### src/rtl/addsub_arbiter.sv
// Two-requester round-robin front end that time-shares one 32-bit adder for add/subtract.
// Results come back registered and tagged with the owning requester id.

module add32 (
  input  logic [31:0] a_i,
  input  logic [31:0] b_i,
  input  logic        cin_i,
  output logic [31:0] sum_o,
  output logic        cout_o
);
  always_comb begin
    {cout_o, sum_o} = 33'(a_i) + 33'(b_i) + 33'(cin_i);
  end
endmodule

module addsub_arbiter #(
  parameter int unsigned LAT = 1
) (
  input  logic        clk,
  input  logic        rst,
  input  logic        r0_valid,
  output logic        r0_ready,
  input  logic [31:0] r0_a,
  input  logic [31:0] r0_b,
  input  logic        r0_op,
  input  logic        r1_valid,
  output logic        r1_ready,
  input  logic [31:0] r1_a,
  input  logic [31:0] r1_b,
  input  logic        r1_op,
  output logic        o_valid,
  input  logic        o_ready,
  output logic        o_id,
  output logic [31:0] o_sum,
  output logic        o_cout,
  output logic        o_zero,
  output logic        busy
);
  localparam int unsigned DW = 32;
  localparam int unsigned CW = 4;

  typedef enum logic [1:0] {IDLE, EXEC, DONE} state_e;

  state_e          state_q, state_d;
  logic [DW-1:0]   a_q, a_d, b_q, b_d;
  logic            op_q, op_d, id_q, id_d, last_q, last_d;
  logic [CW-1:0]   cnt_q, cnt_d;
  logic            o_valid_q, o_valid_d, o_id_q, o_id_d;
  logic [DW-1:0]   o_sum_q, o_sum_d;
  logic            o_cout_q, o_cout_d, o_zero_q, o_zero_d;
  logic            busy_q, busy_d;

  logic            gnt0_c, gnt1_c;
  logic [DW-1:0]   add_b_c, add_sum_c;
  logic            add_cout_c;

  // Round robin: on contention the requester that did not win last time goes.
  always_comb begin
    gnt0_c = !rst && (state_q == IDLE) && r0_valid && (!r1_valid || last_q);
    gnt1_c = !rst && (state_q == IDLE) && r1_valid && (!r0_valid || !last_q);
  end

  // Subtract is A + ~B + 1 so the carry-out doubles as a no-borrow flag.
  always_comb begin
    add_b_c = op_q ? ~b_q : b_q;
  end

  add32 u_add32 (
    .a_i    (a_q),
    .b_i    (add_b_c),
    .cin_i  (op_q),
    .sum_o  (add_sum_c),
    .cout_o (add_cout_c)
  );

  always_comb begin
    state_d   = state_q;
    a_d       = a_q;
    b_d       = b_q;
    op_d      = op_q;
    id_d      = id_q;
    last_d    = last_q;
    cnt_d     = cnt_q;
    o_valid_d = o_valid_q;
    o_id_d    = o_id_q;
    o_sum_d   = o_sum_q;
    o_cout_d  = o_cout_q;
    o_zero_d  = o_zero_q;
    unique case (state_q)
      IDLE: begin
        if (gnt0_c || gnt1_c) begin
          a_d     = gnt1_c ? r1_a  : r0_a;
          b_d     = gnt1_c ? r1_b  : r0_b;
          op_d    = gnt1_c ? r1_op : r0_op;
          id_d    = gnt1_c;
          last_d  = gnt1_c;
          cnt_d   = CW'(LAT - 1);
          state_d = EXEC;
        end
      end
      EXEC: begin
        if (cnt_q != '0) begin
          cnt_d = cnt_q - CW'(1);
        end else begin
          o_sum_d   = add_sum_c;
          o_cout_d  = add_cout_c;
          o_zero_d  = (add_sum_c == '0);
          o_id_d    = id_q;
          o_valid_d = 1'b1;
          state_d   = DONE;
        end
      end
      DONE: begin
        if (o_ready) begin
          o_valid_d = 1'b0;
          state_d   = IDLE;
        end
      end
      default: state_d = IDLE;
    endcase
    busy_d = (state_d != IDLE);
  end

  always_ff @(posedge clk) begin
    if (rst) begin
      state_q   <= IDLE;
      a_q       <= '0;
      b_q       <= '0;
      op_q      <= 1'b0;
      id_q      <= 1'b0;
      last_q    <= 1'b1;
      cnt_q     <= '0;
      o_valid_q <= 1'b0;
      o_id_q    <= 1'b0;
      o_sum_q   <= '0;
      o_cout_q  <= 1'b0;
      o_zero_q  <= 1'b0;
      busy_q    <= 1'b0;
    end else begin
      state_q   <= state_d;
      a_q       <= a_d;
      b_q       <= b_d;
      op_q      <= op_d;
      id_q      <= id_d;
      last_q    <= last_d;
      cnt_q     <= cnt_d;
      o_valid_q <= o_valid_d;
      o_id_q    <= o_id_d;
      o_sum_q   <= o_sum_d;
      o_cout_q  <= o_cout_d;
      o_zero_q  <= o_zero_d;
      busy_q    <= busy_d;
    end
  end

  assign r0_ready = gnt0_c;
  assign r1_ready = gnt1_c;
  assign o_valid  = o_valid_q;
  assign o_id     = o_id_q;
  assign o_sum    = o_sum_q;
  assign o_cout   = o_cout_q;
  assign o_zero   = o_zero_q;
  assign busy     = busy_q;

endmodule

### config.mk
export PLATFORM = sky130hd
export DESIGN_NAME = addsub_arbiter
export DESIGN_NICKNAME = d
export VERILOG_FILES = /design/src/rtl/addsub_arbiter.sv
export SDC_FILE = /design/constraint.sdc
export NUM_CORES = 1
export LEC_CHECK = 0
export BUFFER_PORTS_ARGS = -buffer_cell sky130_fd_sc_hd__buf_2
export CORE_MARGIN = 2
export CORE_UTILIZATION = 58
export DETAILED_ROUTE_END_ITERATION = 7
export PLACE_DENSITY = 0.87
export SYNTH_ARGS = -nofsm -noshare
export SYNTH_HDL_FRONTEND = slang
export SYNTH_SLANG_ARGS = --single-unit
export TNS_END_PERCENT = 50
### constraint.sdc
create_clock -name clk -period 7.95 [get_ports clk]
set_input_delay 1.59 -clock clk [delete_from_list [all_inputs] [get_ports clk]]
set_output_delay 1.59 -clock clk [all_outputs]
set_load 0.02 [all_outputs]
== Word-level counts from Yosys, hierarchy flattened ==
Cells that the tools add are included.
Widths: inputs -> output; s select.

* Register bits: 110
* Bits in latches: 0
* RAM bits: 0
* Memory bits (read-only): 0
* Input bits: 135
* Output and inout bits: 39
* Logic and storage cells: 60
* Memories kept: 0

* $add $sub $neg: 3
* Multipliers: 0
* Divide/modulo/power cells: 0
* Magnitude comparators: 0
* Equal/unequal tests: 6
* Shift operators: 0
* Mux-type cells: 14
* Bitwise logic cells: 2
* Reductions and logical operators: 22

{| class="wikitable"
|+ Operators by type and width
! kind !! count
|-
| $mux 32 || 3
|-
| $add 32x32->33 || 1
|-
| $add 33x1->33 || 1
|-
| $logic_not 32->1 || 1
|-
| $not 32->32 || 1
|-
| $mux 4 || 2
|-
| $pmux 4 s2 || 1
|-
| $mux 2 || 3
|-
| $ne 2x2->1 const B || 3
|-
| $pmux 2 s3 || 1
|-
| $reduce_and 3->1 || 2
|-
| $reduce_bool 2->1 || 3
|-
| $logic_and 1x1->1 || 5
|-
| $logic_not 1->1 || 4
|-
| $reduce_and 2->1 || 2
|-
| $reduce_bool 4->1 || 1
|-
| $sub 4x1->4 const B || 1
|-
| $logic_or 1x1->1 || 3
|-
| $mux 1 || 3
|-
| $eq 2x1->1 const B || 1
|-
| $eq 2x2->1 const B || 1
|-
| $logic_not 2->1 || 1
|-
| $ne 2x1->1 const B || 1
|-
| $pmux 1 s2 || 1
|-
| $not 1->1 || 1
|}

== Depth between registers and ports, before layout ==
* Word-level depth: 8
* Mapped depth: 15
* Mapped depth without buffers: 13

== Hierarchy ==
Synthesis repeated with hierarchy kept, for this count alone.

* Cell total of the unflattened synthesis: 857
* Area total of the unflattened synthesis: 6536.3 sq um

{| class="wikitable"
|+ Modules (own cells, without submodules)
! module !! times used !! cells an instance !! area each (sq um)
|-
| addsub_arbiter || 1 || 613 || 4785.8
|-
| add32 || 1 || 244 || 1750.4
|}

== Worst setup path before layout ==
OpenSTA, ideal clock, no wires.

* Path type: in2out
* Start point: input rst
* End point: output r0_ready
* Data arrival time: 2445 ps
* Required time: 6360 ps
* Setup slack: 3915 ps
* Stages: 4
* Buffers on the path: 1
* Cell sequence: nor3_1 nand3_1 inv_2 clkbuf_1

* Cells in the longest elaborated chain, start to end: 4

{| class="wikitable"
|+ Ends and longest elaborated chain
! item !! RTL line !! source
|-
| start: declaration || 20 || <nowiki>input logic rst,</nowiki>
|-
| $logic_not 1->1 || 59 || <nowiki>gnt0_c = !rst && (state_q == IDLE) && r0_valid && (!r1_valid || last_q);</nowiki>
|-
| $logic_and 1x1->1 (3 in a row) || 59 ||
|-
| end: declaration || 22 || <nowiki>output logic r0_ready,</nowiki>
|}

No other way between the ends.

== Worst setup path after layout ==
Ends and elaborated chain as after synthesis.

==> metrics.csv <==
metric,value,unit
most used flip-flop cell after synthesis,dfxtp_1,
"EDFF count, synth",0,
n_diodes,0,
FF+latch area,2203,µm²
All-Layer GR Usage,27.76,%
post-synthesis cell area,6629,µm²
cell count after synthesis,884,
total negative slack,0,ns
met1 wire length,8.096,mm
cell mode on critical path,buf_4,
Ports,174,
HP Class,flip-flop to flip-flop,
final WL,17.28,mm
Slowest cell on crit path,buf_4,
num rows,39,
Nets,1185,
total of warnings raised by yosys,0,
CTS tree,done,
clk root buf,clkbuf_16,
minimum hold slack,0.4543,ns
CTS Hold Bufs,0,
Inserted Clock Buffers,9,
met3 WL post-DR,1.374,mm
Remaining DRCs,0,
first-pass GRT wire length,28.52,mm
PortBufs,173,
Pwr Density,219.3,nW/µm²
per-cell routed wire length,14.88,µm
Mapped Avg Cell Area,7.499,µm²
delay of the slowest cell on the worst path,0.55,ns
largest net degree at the start of global routing,118,
Tcrit/Tclk final,63.46,%
first drt pass iteration count,7,
Clock Tree Buf Depth,2,
status,finished clean,
initial antenna violation count,0,
Clock Skew,0.01322,ns
maximum vdd drop,0.0001607,V
Pleak,3.498,nW
# setup viols final,0,
WL met2,7.590,mm
core area,11270,µm²
"Hold Vio Cnt, Final",0,
Slew headroom,26.72,%
Layout area overhead,17.44,%
"Slew Viols, Final",0,
"commonest non-fill, non-tap cell in the layout",nand2_1,
ANT nets after route,0,
sequential area share after synthesis,33.22,%
Mapped Nets,1056,
mean number of vias per cell,5.773,
post-synthesis register bit count,110,
initial cell density of the core,58.81,%
Die Height,110.9,µm
1st-iter DRT viols,586,
Fmax,198.2,MHz
fillers,984,
clock sink count,110,
DP Wirelength,12.80,mm
layout cells sized above 1,20.14,%
total congestion overflow,0,
Setup WS post-layout,2.905,ns
Synth area leader,dfxtp_1,
Setup crit end kind,output port,
crit path DAT,3.45,ns
pre-CTS setup slack,2.830,ns
Synth cell types,55,
area share of the largest cell type after synthesis,33.22,%
"Reg clk slew, reported paths",0.06,ns
full die area,12300,µm²
worst path bufs/invs,5,
Crit Path Max Fanout,71,
worst slew pin tran,1.099,ns
unrepaired setup endpoints after global routing,false,
vias in the first global route,5996,
post-CTS setup buffer count,0,
crit path kind,input port to output port,
PostCTS Resize Cnt,0,
"Req. time, crit path",6.36,ns
Max Used Layer,met4,
"CP delay by family, top",buffers and inverters,
max_cap viols,0,
GP Congestion,0.9733,
die span in x,110.9,µm
post-layout min period,5.045,ns
CP cell instances,"buf_4, nor3_1, nand3_2, buf_4, inv_2, buf_4, buf_2",
startpoint types,input port,
clk_lat worst skew,0.35,ns
"commonest non-fill, non-tap cells in the layout","nand2_1, buf_2, nor2_1",
multi-input combinational cell area,4160,µm²
"top cells by area, synth","dfxtp_1, nand2_1, a311oi_1",
async set-reset flop share out of synthesis,0,%
routed vias,6702,
htree depth,3,
[cells by family after synthesis]
logic type | count (synthesis) | synth area share (%)
and+or+nand+nor | 386 | 24.65
AOI/OAI and AO/OA | 214 | 22.27
DFF | 110 | 33.22
buffers and inverters | 74 | 4.322
xor gates and xnor gates | 60 | 7.927
adders and majority gates | 37 | 7.097
muxes | 3 | 0.5096
[final timing paths]
kind              cells after the start  slack, ns      start         to
setup / recovery                      7       2.91        rst   r0_ready
hold / removal                        2       0.45  o_sum[23]  o_sum[23]
hold reg to reg                       2       0.45  o_sum[23]  o_sum[23]
setup reg to reg                     11       3.76       op_q     o_zero
[per-layer routing]
layer	vias to the layer above	global-route usage (%)
li1	3386	-
met1	3044	40.76
met2	252	43.19
met3	20	4.046
met4	0	6.583
met5	-	0
[power by group]
part	switching, mW	internal, mW
logic	0.382	0.236
registers	0.0498	0.613
clock network	0.203	0.223
total	0.635	1.07
[stage by stage]
| stage | instances | instance area [µm²] | total power, mW | util, % |
|---|---|---|---|---|
| floorplan | 884 | 6629 | 1.110 | - |
| global placement | 1145 | 7501 | 1.271 | 66.54 |
| detailed placement | 1145 | 7501 | 1.281 | 66.54 |
| CTS | 1161 | 7785 | 1.702 | 69.06 |
| global route | 1161 | 7785 | 1.813 | 69.06 |
| finish | 1161 | 7785 | 1.707 | 69.06 |
[worst min-delay path, cell delays in order (launching register included)]
cell     delay [ns]
dfxtp_1        0.31
nand2_1        0.05
a21oi_1        0.05
[sequential cells by signal, summed over array words and instances (netlist names)]
register / count
a_q: 32
b_q: 32
busy: 1
cnt_q: 4
id_q: 1
last_q: 1
o_cout: 1
o_id: 1
o_sum: 32
o_valid: 1
o_zero: 1
op_q: 1
state_q: 2
[Yosys cell counts, drive strengths merged, types with 13 or more instances]
library cell,count
xnor2,19
xor2,41
nand3,15
nand2,193
inv,14
a21oi,61
a311oi,68
clkbuf,53
dfxtp,110
nor3,13
nor2,118
ha,36
o21ai,31
[area by class of cell]
| class | count | area share (%) |
|---|---|---|
| clock buffers | 10 | 3.070 |
| repair buffers | 178 | 11.64 |
| multi-input cells | 700 | 53.44 |
| well taps | 143 | 2.298 |
| clock inverters | 6 | 0.5786 |
| flip-flops and latches | 110 | 28.30 |
| inverters | 14 | 0.6750 |
Note: power is estimated with default switching activity, not from simulation.
